<file path="src/rtl/movwide_pkg.sv">
// -----------------------------------------------------------------------------
// movwide_pkg
// Shared definitions for the LEGv8 wide-move (MOVZ/MOVK) constant materializer:
// IM-format opcodes, field positions, FSM state type and small field helpers.
// -----------------------------------------------------------------------------
package movwide_pkg;

    localparam logic [8:0] OPC_MOVZ = 9'b110100101;
    localparam logic [8:0] OPC_MOVK = 9'b111100101;

    // IM-format field positions: opcode[31:23], hw[22:21], imm16[20:5], Rd[4:0]
    localparam int HW_LSB  = 21;
    localparam int IMM_LSB = 5;

    typedef enum logic [0:0] {
        IDLE = 1'b0,
        EMIT = 1'b1
    } state_t;

    // Select halfword idx of a 64-bit constant.
    function automatic logic [15:0] hw_slice(input logic [63:0] val, input logic [1:0] idx);
        logic [15:0] hw;
        case (idx)
            2'd0:    hw = val[15:0];
            2'd1:    hw = val[31:16];
            2'd2:    hw = val[47:32];
            2'd3:    hw = val[63:48];
            default: hw = 16'h0000;
        endcase
        return hw;
    endfunction

    // Mask of halfword positions strictly above idx.
    function automatic logic [3:0] above_mask(input logic [1:0] idx);
        logic [3:0] m;
        case (idx)
            2'd0:    m = 4'b1110;
            2'd1:    m = 4'b1100;
            2'd2:    m = 4'b1000;
            2'd3:    m = 4'b0000;
            default: m = 4'b0000;
        endcase
        return m;
    endfunction

    // Assemble one IM-format instruction word.
    function automatic logic [31:0] im_word(input logic [8:0]  opc,
                                            input logic [1:0]  hw,
                                            input logic [15:0] imm,
                                            input logic [4:0]  rd);
        logic [31:0] w;
        w                   = 32'h0000_0000;
        w[31:23]            = opc;
        w[HW_LSB +: 2]      = hw;
        w[IMM_LSB +: 16]    = imm;
        w[4:0]              = rd;
        return w;
    endfunction

endpackage

</file>
<file path="src/rtl/movwide_encoder_hw_next_sel.sv">
// -----------------------------------------------------------------------------
// hw_next_sel
// Combinational priority selector over the non-zero halfword mask.
//   nz       : halfword mask (which halfwords are emitted)
//   index    : halfword currently being emitted
//   start    : 1 = search from halfword 0 inclusive (capture path),
//              0 = search strictly above index (advance path)
//   next_idx : lowest eligible set bit of nz
//   last     : no bit of nz above next_idx is set
// -----------------------------------------------------------------------------
module hw_next_sel
    import movwide_pkg::*;
(
    input  logic [3:0] nz,
    input  logic [1:0] index,
    input  logic       start,
    output logic [1:0] next_idx,
    output logic       last
);

    logic [3:0] cand_s;

    // Restrict the search window, then pick its lowest set bit.
    always_comb begin
        cand_s   = 4'b0000;
        next_idx = 2'd0;
        last     = 1'b1;
        if (start) begin
            cand_s = nz;
        end else begin
            cand_s = nz & above_mask(index);
        end
        casez (cand_s)
            4'b???1: next_idx = 2'd0;
            4'b??10: next_idx = 2'd1;
            4'b?100: next_idx = 2'd2;
            4'b1000: next_idx = 2'd3;
            default: next_idx = 2'd0;
        endcase
        last = ((nz & above_mask(next_idx)) == 4'b0000);
    end

endmodule

</file>
<file path="src/rtl/movwide_encoder.sv">
// -----------------------------------------------------------------------------
// movwide_encoder
// Turns a 64-bit constant plus destination register into the shortest
// MOVZ/MOVK sequence, one IM-format word per InstrValid/InstrReady handshake.
// Ports:
//   CLK, Reset          : clock, synchronous active-high reset
//   ValIn / RdyIn       : request handshake (BusVal, Rd captured on accept)
//   InstrOut            : encoded instruction (0 when InstrValid=0)
//   InstrValid/InstrReady : output handshake
//   InstrLast           : current word ends the sequence
//   Busy                : sequence in progress (== !RdyIn)
// Parameter SKIP_ZERO: 1 = skip zero halfwords, 0 = always emit all four.
// -----------------------------------------------------------------------------
module movwide_encoder
    import movwide_pkg::*;
#(
    parameter bit SKIP_ZERO = 1'b1
) (
    input  logic        CLK,
    input  logic        Reset,
    input  logic        ValIn,
    output logic        RdyIn,
    input  logic [63:0] BusVal,
    input  logic [4:0]  Rd,
    output logic [31:0] InstrOut,
    output logic        InstrValid,
    input  logic        InstrReady,
    output logic        InstrLast,
    output logic        Busy
);

    state_t      state_r;
    logic [63:0] val_r;
    logic [4:0]  rd_r;
    logic [3:0]  nz_r;
    logic [1:0]  index_r;
    logic [31:0] instr_out_r;
    logic        instr_valid_r;
    logic        instr_last_r;

    logic [3:0]  nz_in_s;
    logic [3:0]  sel_nz_s;
    logic        sel_start_s;
    logic [1:0]  sel_idx_s;
    logic        sel_last_s;

    // Emission mask for an incoming constant; value 0 still needs one MOVZ.
    always_comb begin
        nz_in_s = 4'b0000;
        if (!SKIP_ZERO) begin
            nz_in_s = 4'b1111;
        end else begin
            nz_in_s = {(BusVal[63:48] != 16'h0000), (BusVal[47:32] != 16'h0000),
                       (BusVal[31:16] != 16'h0000), (BusVal[15:0]  != 16'h0000)};
            if (nz_in_s == 4'b0000) begin
                nz_in_s = 4'b0001;
            end else begin
                nz_in_s = nz_in_s;
            end
        end
    end

    // One selector serves both paths: in IDLE it finds the first halfword of
    // the incoming request, in EMIT it finds the successor of the current one.
    always_comb begin
        sel_nz_s    = nz_r;
        sel_start_s = 1'b0;
        if (state_r == IDLE) begin
            sel_nz_s    = nz_in_s;
            sel_start_s = 1'b1;
        end else begin
            sel_nz_s    = nz_r;
            sel_start_s = 1'b0;
        end
    end

    hw_next_sel u_hw_next_sel (
        .nz       (sel_nz_s),
        .index    (index_r),
        .start    (sel_start_s),
        .next_idx (sel_idx_s),
        .last     (sel_last_s)
    );

    // Sequencer: captures requests and pre-computes each registered output word.
    always_ff @(posedge CLK) begin
        if (Reset) begin
            state_r       <= IDLE;
            val_r         <= 64'h0;
            rd_r          <= 5'd0;
            nz_r          <= 4'b0000;
            index_r       <= 2'd0;
            instr_out_r   <= 32'h0;
            instr_valid_r <= 1'b0;
            instr_last_r  <= 1'b0;
        end else begin
            case (state_r)
                IDLE: begin
                    if (ValIn) begin
                        val_r         <= BusVal;
                        rd_r          <= Rd;
                        nz_r          <= nz_in_s;
                        index_r       <= sel_idx_s;
                        instr_out_r   <= im_word(OPC_MOVZ, sel_idx_s,
                                                 hw_slice(BusVal, sel_idx_s), Rd);
                        instr_valid_r <= 1'b1;
                        instr_last_r  <= sel_last_s;
                        state_r       <= EMIT;
                    end
                end
                EMIT: begin
                    // Without InstrReady every output register simply holds.
                    if (InstrReady) begin
                        if (instr_last_r) begin
                            instr_out_r   <= 32'h0;
                            instr_valid_r <= 1'b0;
                            instr_last_r  <= 1'b0;
                            state_r       <= IDLE;
                        end else begin
                            index_r      <= sel_idx_s;
                            instr_out_r  <= im_word(OPC_MOVK, sel_idx_s,
                                                    hw_slice(val_r, sel_idx_s), rd_r);
                            instr_last_r <= sel_last_s;
                        end
                    end
                end
                default: begin
                    state_r       <= IDLE;
                    instr_out_r   <= 32'h0;
                    instr_valid_r <= 1'b0;
                    instr_last_r  <= 1'b0;
                end
            endcase
        end
    end

    assign RdyIn      = (state_r == IDLE);
    assign Busy       = (state_r != IDLE);
    assign InstrOut   = instr_out_r;
    assign InstrValid = instr_valid_r;
    assign InstrLast  = instr_last_r;

endmodule

</file>
<file path="config.mk">
export PLATFORM = sky130hd
export DESIGN_NAME = movwide_encoder
export DESIGN_NICKNAME = d
export VERILOG_FILES = /design/src/rtl/movwide_pkg.sv /design/src/rtl/movwide_encoder_hw_next_sel.sv /design/src/rtl/movwide_encoder.sv
export SDC_FILE = /design/constraint.sdc
export NUM_CORES = 1
export LEC_CHECK = 0
export BUFFER_PORTS_ARGS = -buffer_cell sky130_fd_sc_hd__clkbuf_2
export CORE_ASPECT_RATIO = 1.75
export CORE_MARGIN = 3
export CORE_UTILIZATION = 35
export DETAILED_ROUTE_END_ITERATION = 7
export PLACE_DENSITY = 0.59
export SYNTH_ARGS = -nofsm -noshare
export SYNTH_HDL_FRONTEND = slang
export SYNTH_SLANG_ARGS = --single-unit
</file>
<file path="constraint.sdc">
create_clock -name CLK -period 2.6 [get_ports CLK]
set_clock_uncertainty 0.05 [all_clocks]
set_input_delay 0.13 -clock CLK [delete_from_list [all_inputs] [get_ports CLK]]
set_output_delay 0.13 -clock CLK [all_outputs]
set_load 0.005 [all_outputs]
</file>
======== Word-level counts from Yosys, hierarchy flattened ========
Cells that the tools add are included.
operators by class
  add/subtract/negate cells ............... 0
  multipliers ............................. 0
  div/mod/pow operators ................... 0
  $lt $le $gt $ge ......................... 0
  equal/unequal tests ..................... 13
  shift operators ......................... 0
  mux-type cells .......................... 29
  bitwise gates (word level) .............. 3
  reduce and logical (&&, ||, !) cells .... 12
operators with widths
  operator                                                count
  one-hot mux 16 bit (4 select lines)                     2
  two-way mux 32 bit                                      3
  one-hot mux 32 bit (2 select lines)                     1
  nonzero test 16 bit                                     4
  one-hot mux 4 bit (4 select lines)                      2
  two-way mux 4 bit                                       4
  == test 2 bit (second input constant)                   5
  two-way mux 1 bit                                       9
  bitwise AND 4 bit                                       2
  logical NOT 4 bit                                       2
  two-way mux 2 bit                                       3
  inequality test 2 bit (second input constant)           3
  one-hot mux 1 bit (2 select lines)                      3
  one-hot mux 2 bit (3 select lines)                      1
  AND reduction 3 bit                                     2
  == test 2 x 1 -> 1 bit (second input constant)          2
  == test 4 bit (second input constant)                   1
  logical NOT 2 bit                                       2
  one-hot mux 2 bit (2 select lines)                      1
  AND reduction 2 bit                                     2
  == test 3 bit (second input constant)                   1
  inequality test 2 x 1 -> 1 bit (second input constant)  1
  inverter 1 bit                                          1
storage, ports and cells
  register bits ........................... 110
  bits in latches ......................... 0
  RAM bits ................................ 0
  ROM bits ................................ 0
  input port bits ......................... 73
  logic and storage cells ................. 65
  memories kept ........................... 0

======== Depth between registers and ports, before layout ========
  depth in word-level cells ............... 15
  depth in mapped cells ................... 9
  depth with buffers taken out ............ 7

======== Cells and area by module ========
From an unflattened synthesis, not the netlist that was laid out.
second synthesis, totals
  cells, all modules ...................... 639
  area total of the unflattened synthesis .. 5083.6 µm²
by module, submodules not included
  module           times used  cells each  area each (µm²)
  movwide_encoder  1           617         4946.0
  hw_next_sel      1           22          137.6

======== Least setup slack after synthesis ========
OpenSTA, ideal clock, no wires.
  path kind ............................... register to register
  start ................................... register state_r (netlist: Busy)
  end ..................................... register instr_out_r[15] (netlist: InstrOut[15])
  library setup time ...................... 0.091 ns
  data arrival time ....................... 1.830 ns
  setup slack ............................. 0.629 ns
  stages on the path, launching flop included .. 10
  buffers on the path ..................... 2
  clock period less this slack ............ 1.971 ns
  cells stage by stage .................... dfxtp_1 > buf_2 > nand2_1 > nor3_1 > a21o_1 > clkbuf_1 > nand2_1 > nand3_1 > o211ai_1 > a311oi_1
on the way
  cells in the longest elaborated chain, start to end .. 10
  elaborated cells between the ends (all ways) .. 21
  those cells by class .................... eq/ne (8); mux (9); bitwise (2); reduce/logical (2)
RTL lines
  element                                      line                               text
  start, declared                              movwide_encoder.sv:32              state_t state_r;
  start signal, assigned                       movwide_encoder.sv:88              state_r <= IDLE;
  start signal, assigned                       movwide_encoder.sv:108             state_r <= EMIT;
  start signal, assigned                       movwide_encoder.sv:118             state_r <= IDLE;
  two-way mux 4 bit                            movwide_encoder.sv:68              if (state_r == IDLE) begin
  bitwise AND 4 bit                            movwide_encoder_hw_next_sel.sv:31  cand_s = nz & above_mask(index);
  two-way mux 4 bit                            movwide_encoder_hw_next_sel.sv:28  if (start) begin
  == test 4 bit, or another cell as far along  movwide_encoder_hw_next_sel.sv:33  casez (cand_s)
  one-hot mux 2 bit (3 select lines)           movwide_encoder_hw_next_sel.sv:33
  == test 2 bit, or another cell as far along  movwide_pkg.sv:23                  case (idx)
  one-hot mux 16 bit (4 select lines)          movwide_pkg.sv:23
  two-way mux 32 bit                           movwide_encoder.sv:114             if (instr_last_r) begin
  two-way mux 32 bit                           movwide_encoder.sv:113             if (InstrReady) begin
  one-hot mux 32 bit (2 select lines)          movwide_encoder.sv:97              case (state_r)
  end signal, assigned                         movwide_encoder.sv:104             instr_out_r <= im_word(OPC_MOVZ, sel_idx_s,
  end signal, assigned                         movwide_encoder.sv:121             instr_out_r <= im_word(OPC_MOVK, sel_idx_s,
  end, declared                                movwide_encoder.sv:37              logic [31:0] instr_out_r;
Parallel ways exist; a longest one is shown, timed or not. The select of a mux whose other input is x is not followed.
A chain may end at the register's enable or synchronous reset.

======== Worst setup path in the final report ========
  start ................................... input port BusVal[48]
  end ..................................... register instr_out_r[9] (netlist: InstrOut[9])
on the way
  cells in the longest elaborated chain, start to end .. 13
  elaborated cells between the ends (all ways) .. 20
  those cells by class .................... eq/ne (6); mux (10); bitwise (1); reduce/logical (3)
RTL lines
  element                                      line                               text
  start, declared                              movwide_encoder.sv:23              input logic [63:0] BusVal,
  nonzero test 16 bit (*)                      movwide_encoder.sv:53              nz_in_s = {(BusVal[63:48] != 16'h0000), (BusVal[47:32] != 16'h0000),
  logical NOT 4 bit                            movwide_encoder.sv:55              if (nz_in_s == 4'b0000) begin
  two-way mux 4 bit (*)                        movwide_encoder.sv:55
  two-way mux 4 bit (*)                        movwide_encoder.sv:68
  bitwise AND 4 bit                            movwide_encoder_hw_next_sel.sv:31
  two-way mux 4 bit (*)                        movwide_encoder_hw_next_sel.sv:28
  == test 4 bit, or another cell as far along  movwide_encoder_hw_next_sel.sv:33
  one-hot mux 2 bit (3 select lines) (*)       movwide_encoder_hw_next_sel.sv:33
  == test 2 bit, or another cell as far along  movwide_pkg.sv:23
  one-hot mux 16 bit (4 select lines)          movwide_pkg.sv:23
  two-way mux 32 bit                           movwide_encoder.sv:114
  two-way mux 32 bit                           movwide_encoder.sv:113
  one-hot mux 32 bit (2 select lines) (*)      movwide_encoder.sv:97
Mark *: on every way between the ends. The rest lies on a longest branch, timed or not. The select of a mux whose other input is x is not followed.

==> impl_metrics.tcl <==
set metrics [dict create \
    synth_cells 632 \
    cts_tree "yes" \
    synth_edf_count 0 \
    ant_nets 0 \
    crit_path_start_kind "primary input" \
    final_util 0.466 \
    synth_cell_types 46 \
    fillers 1409 \
    syn_area_per_cell_sq_um 7.82 \
    ctsRootBufferMaster "clkbuf_16" \
    run_status "complete, no violations" \
    critPathCaptureType "flop" \
    finalNonFillerCells 932 \
    yosys_warnings 0 \
    worst_pin_slew_ps 1200 \
    clock_sinks 102 \
    ys_seq_area_frac 0.413 \
    ir_drop_mv 0.359 \
    die_area_sq_um 15600 \
    p_per_area_nw_per_um2 613 \
    grt_max_degree 89 \
    arrival_ps 2740 \
    min_path_type "in -> reg" \
    core_sq_um 13600 \
    vias 5464 \
    maxCapViolCount 0 \
    ys_ff_latch 102 \
    synth_flop_cell "dfxtp_1" \
    max_freq_ghz 0.402 \
    insertedDiodeCount 0 \
    cts_buffers 9 \
    nNetsFinal 826 \
    grt_pass1_wl_mm 29.3 \
    ios 109 \
    track_usage 0.247 \
    routed_wl_mm 19.0 \
    first_iter_violations 566 \
    grt_overflow 0 \
    viasPerCell 5.86 \
    setup_viol 0 \
    grt_pass1_vias 5463 \
    antenna_found_initial 0 \
    place_congestion 1.04 \
    critPathKind "in -> reg" \
    dpl.cell_count 883 \
    ctsHtreeMaxLevel 3 \
    relSlewSlack 0.194 \
    die_h_um 163 \
    area_delta_synth_final_pct 28.3 \
    power.leakage_nw 2.52 \
    die_w_um 95.8 \
    timing.final.crit_share 0.956 \
    worstPathRequired_ps 2860 \
    final_cell_area_sq_um 6340 \
    clk_path_buf_depth 2 \
    clk_pin_slew_ps 80 \
    syn_area_sq_um 4940 \
    dp_hpwl_mm 13.5 \
    avgRoutedWirePerCell_um 20.4 \
    hold_viol 0 \
    start_util 0.363 \
    clk_latency_ps 360 \
    multi_input_area_sq_um 2660 \
    drive_gt1_frac 0.240 \
    async_reset_ff_frac 0 \
    rows 56 \
    drc 0 \
    seqCellArea_sq_um 2040 \
    drtPass1Iterations 8 \
    finalMaxSlewViolations 0 \
    place_area_sq_um 5670 \
    path_max_fanout 25 \
    io_buffer_count 105 \
    fin_crit_ps 2480 \
]
==> routing by layer <==
metal / up-vias / share of wire / track usage
met2: 289 / 0.50 / 0.413
met3: 84 / 0.062 / 0.0433
li1: 2541 / - / -
met5: - / 0 / 0
met1: 2550 / 0.35 / 0.264
met4: 0 / 0.093 / 0.201
==> registers in the layout, summed over array words and instances (netlist names) <==
signal      flops
InstrLast       1
InstrOut       25
rd_r            5
index_r         2
Busy            1
InstrValid      1
val_r          64
nz_r            3
==> cells in the mapped netlist (3+ instances only) <==
cell type  count  area [sq um]
a21oi_1      105           526
buf_1          3          11.3
buf_4          8          60.1
o21ai_0       19          95.1
nor4_2         9           113
o221ai_1      44           385
a211oi_1       8          60.1
o211ai_1       4          30.0
nand3_1        4          20.0
nor2_1        19          71.3
nor4_1         5          31.3
and4_1         4          35.0
a31oi_1       17           106
a211o_1       12           105
a311oi_1       3          26.3
nand2_1      179           672
clkbuf_1      40           150
buf_2          6          30.0
dfxtp_1      102          2040
nor4_4         3          63.8
o21ai_1        6          30.0
==> placed cells by master, fill, tap and decap left out, types with 3 or more instances in the layout <==
master	netlist	layout
a211o_1	12	12
a211oi_1	8	8
a21oi_1	105	105
a311oi_1	3	3
a31oi_1	17	17
and4_1	4	4
buf_12	0	3
buf_4	8	32
clkbuf_16	0	9
clkbuf_2	0	105
conb_1	1	3
dfxtp_1	102	101
dlygate4sd3_1	0	27
inv_6	0	3
nand2_1	179	177
nand3_1	4	4
nor2_1	19	19
nor4_1	5	5
nor4_2	9	8
nor4_4	3	4
o211ai_1	4	4
o21ai_0	19	19
o21ai_1	6	6
o221ai_1	44	44
==> what timing repair did <==
| item | 4_1_cts | 5_1_grt |
|---|---|---|
| hold buffers | 27 | 0 |
| resized for setup | 0 | 8 |
| setup buffers | 0 | 6 |
| hold endpoints to repair | 27 | 0 |
| setup endpoints to repair | 0 | 17 |
==> per-stage QoR <==
step	setup WS [ps]	hold slack (ps)	power (W)	TNS, ps
floorplan	629	216	0.00213	0
finish	115	0.893	0.00388	0
CTS	10.9	0.328	0.00387	0
global route	-18.0	2.58	0.00404	-22.5
global placement	179	320	0.00244	0
detailed placement	93.6	325	0.00245	0
==> where the power goes <==
part           internal, W  total (W)  switching, W
logic             0.000288   0.000739      0.000451
registers          0.00167    0.00174     0.0000756
clock network     0.000762    0.00140      0.000638
==> final timing paths <==
kind	slack, ps	cells after the start	end	from
worst max-delay path	120	10	InstrOut[9]	BusVal[48]
worst min-delay path	0.9	3	val_r[20]	BusVal[20]
worst max register to register	210	10	InstrOut[16]	Busy
worst min register to register	410	2	InstrOut[4]	rd_r[4]
==> logic make-up after synthesis <==
| logic type | Yosys count | share of synthesized area |
|---|---|---|
| flip-flops | 102 | 0.413 |
| AO/OA/AOI/OAI | 233 | 0.309 |
| buffers and inverters | 62 | 0.0577 |
| other | 1 | 0.000759 |
| AND/OR/NAND/NOR | 234 | 0.219 |
==> critical path, stage by stage <==
cell           delay, ps
dlygate4sd3_1        530
clkbuf_2             140
nor4_2               400
a41oi_1              270
o211ai_4             280
buf_4                180
buf_12               160
o221ai_1             250
a31oi_1              280
a211o_1              120
==> cell type report <==
| cell class | instances | share of cell area |
|---|---|---|
| clock buffer | 9 | 0.0355 |
| inverter | 3 | 0.00178 |
| clock inverter | 7 | 0.0126 |
| timing repair buffer | 167 | 0.173 |
| sequential | 102 | 0.322 |
| multi-input combinational | 470 | 0.420 |
| tap | 174 | 0.0344 |
Power figures use the tool's default switching activity.
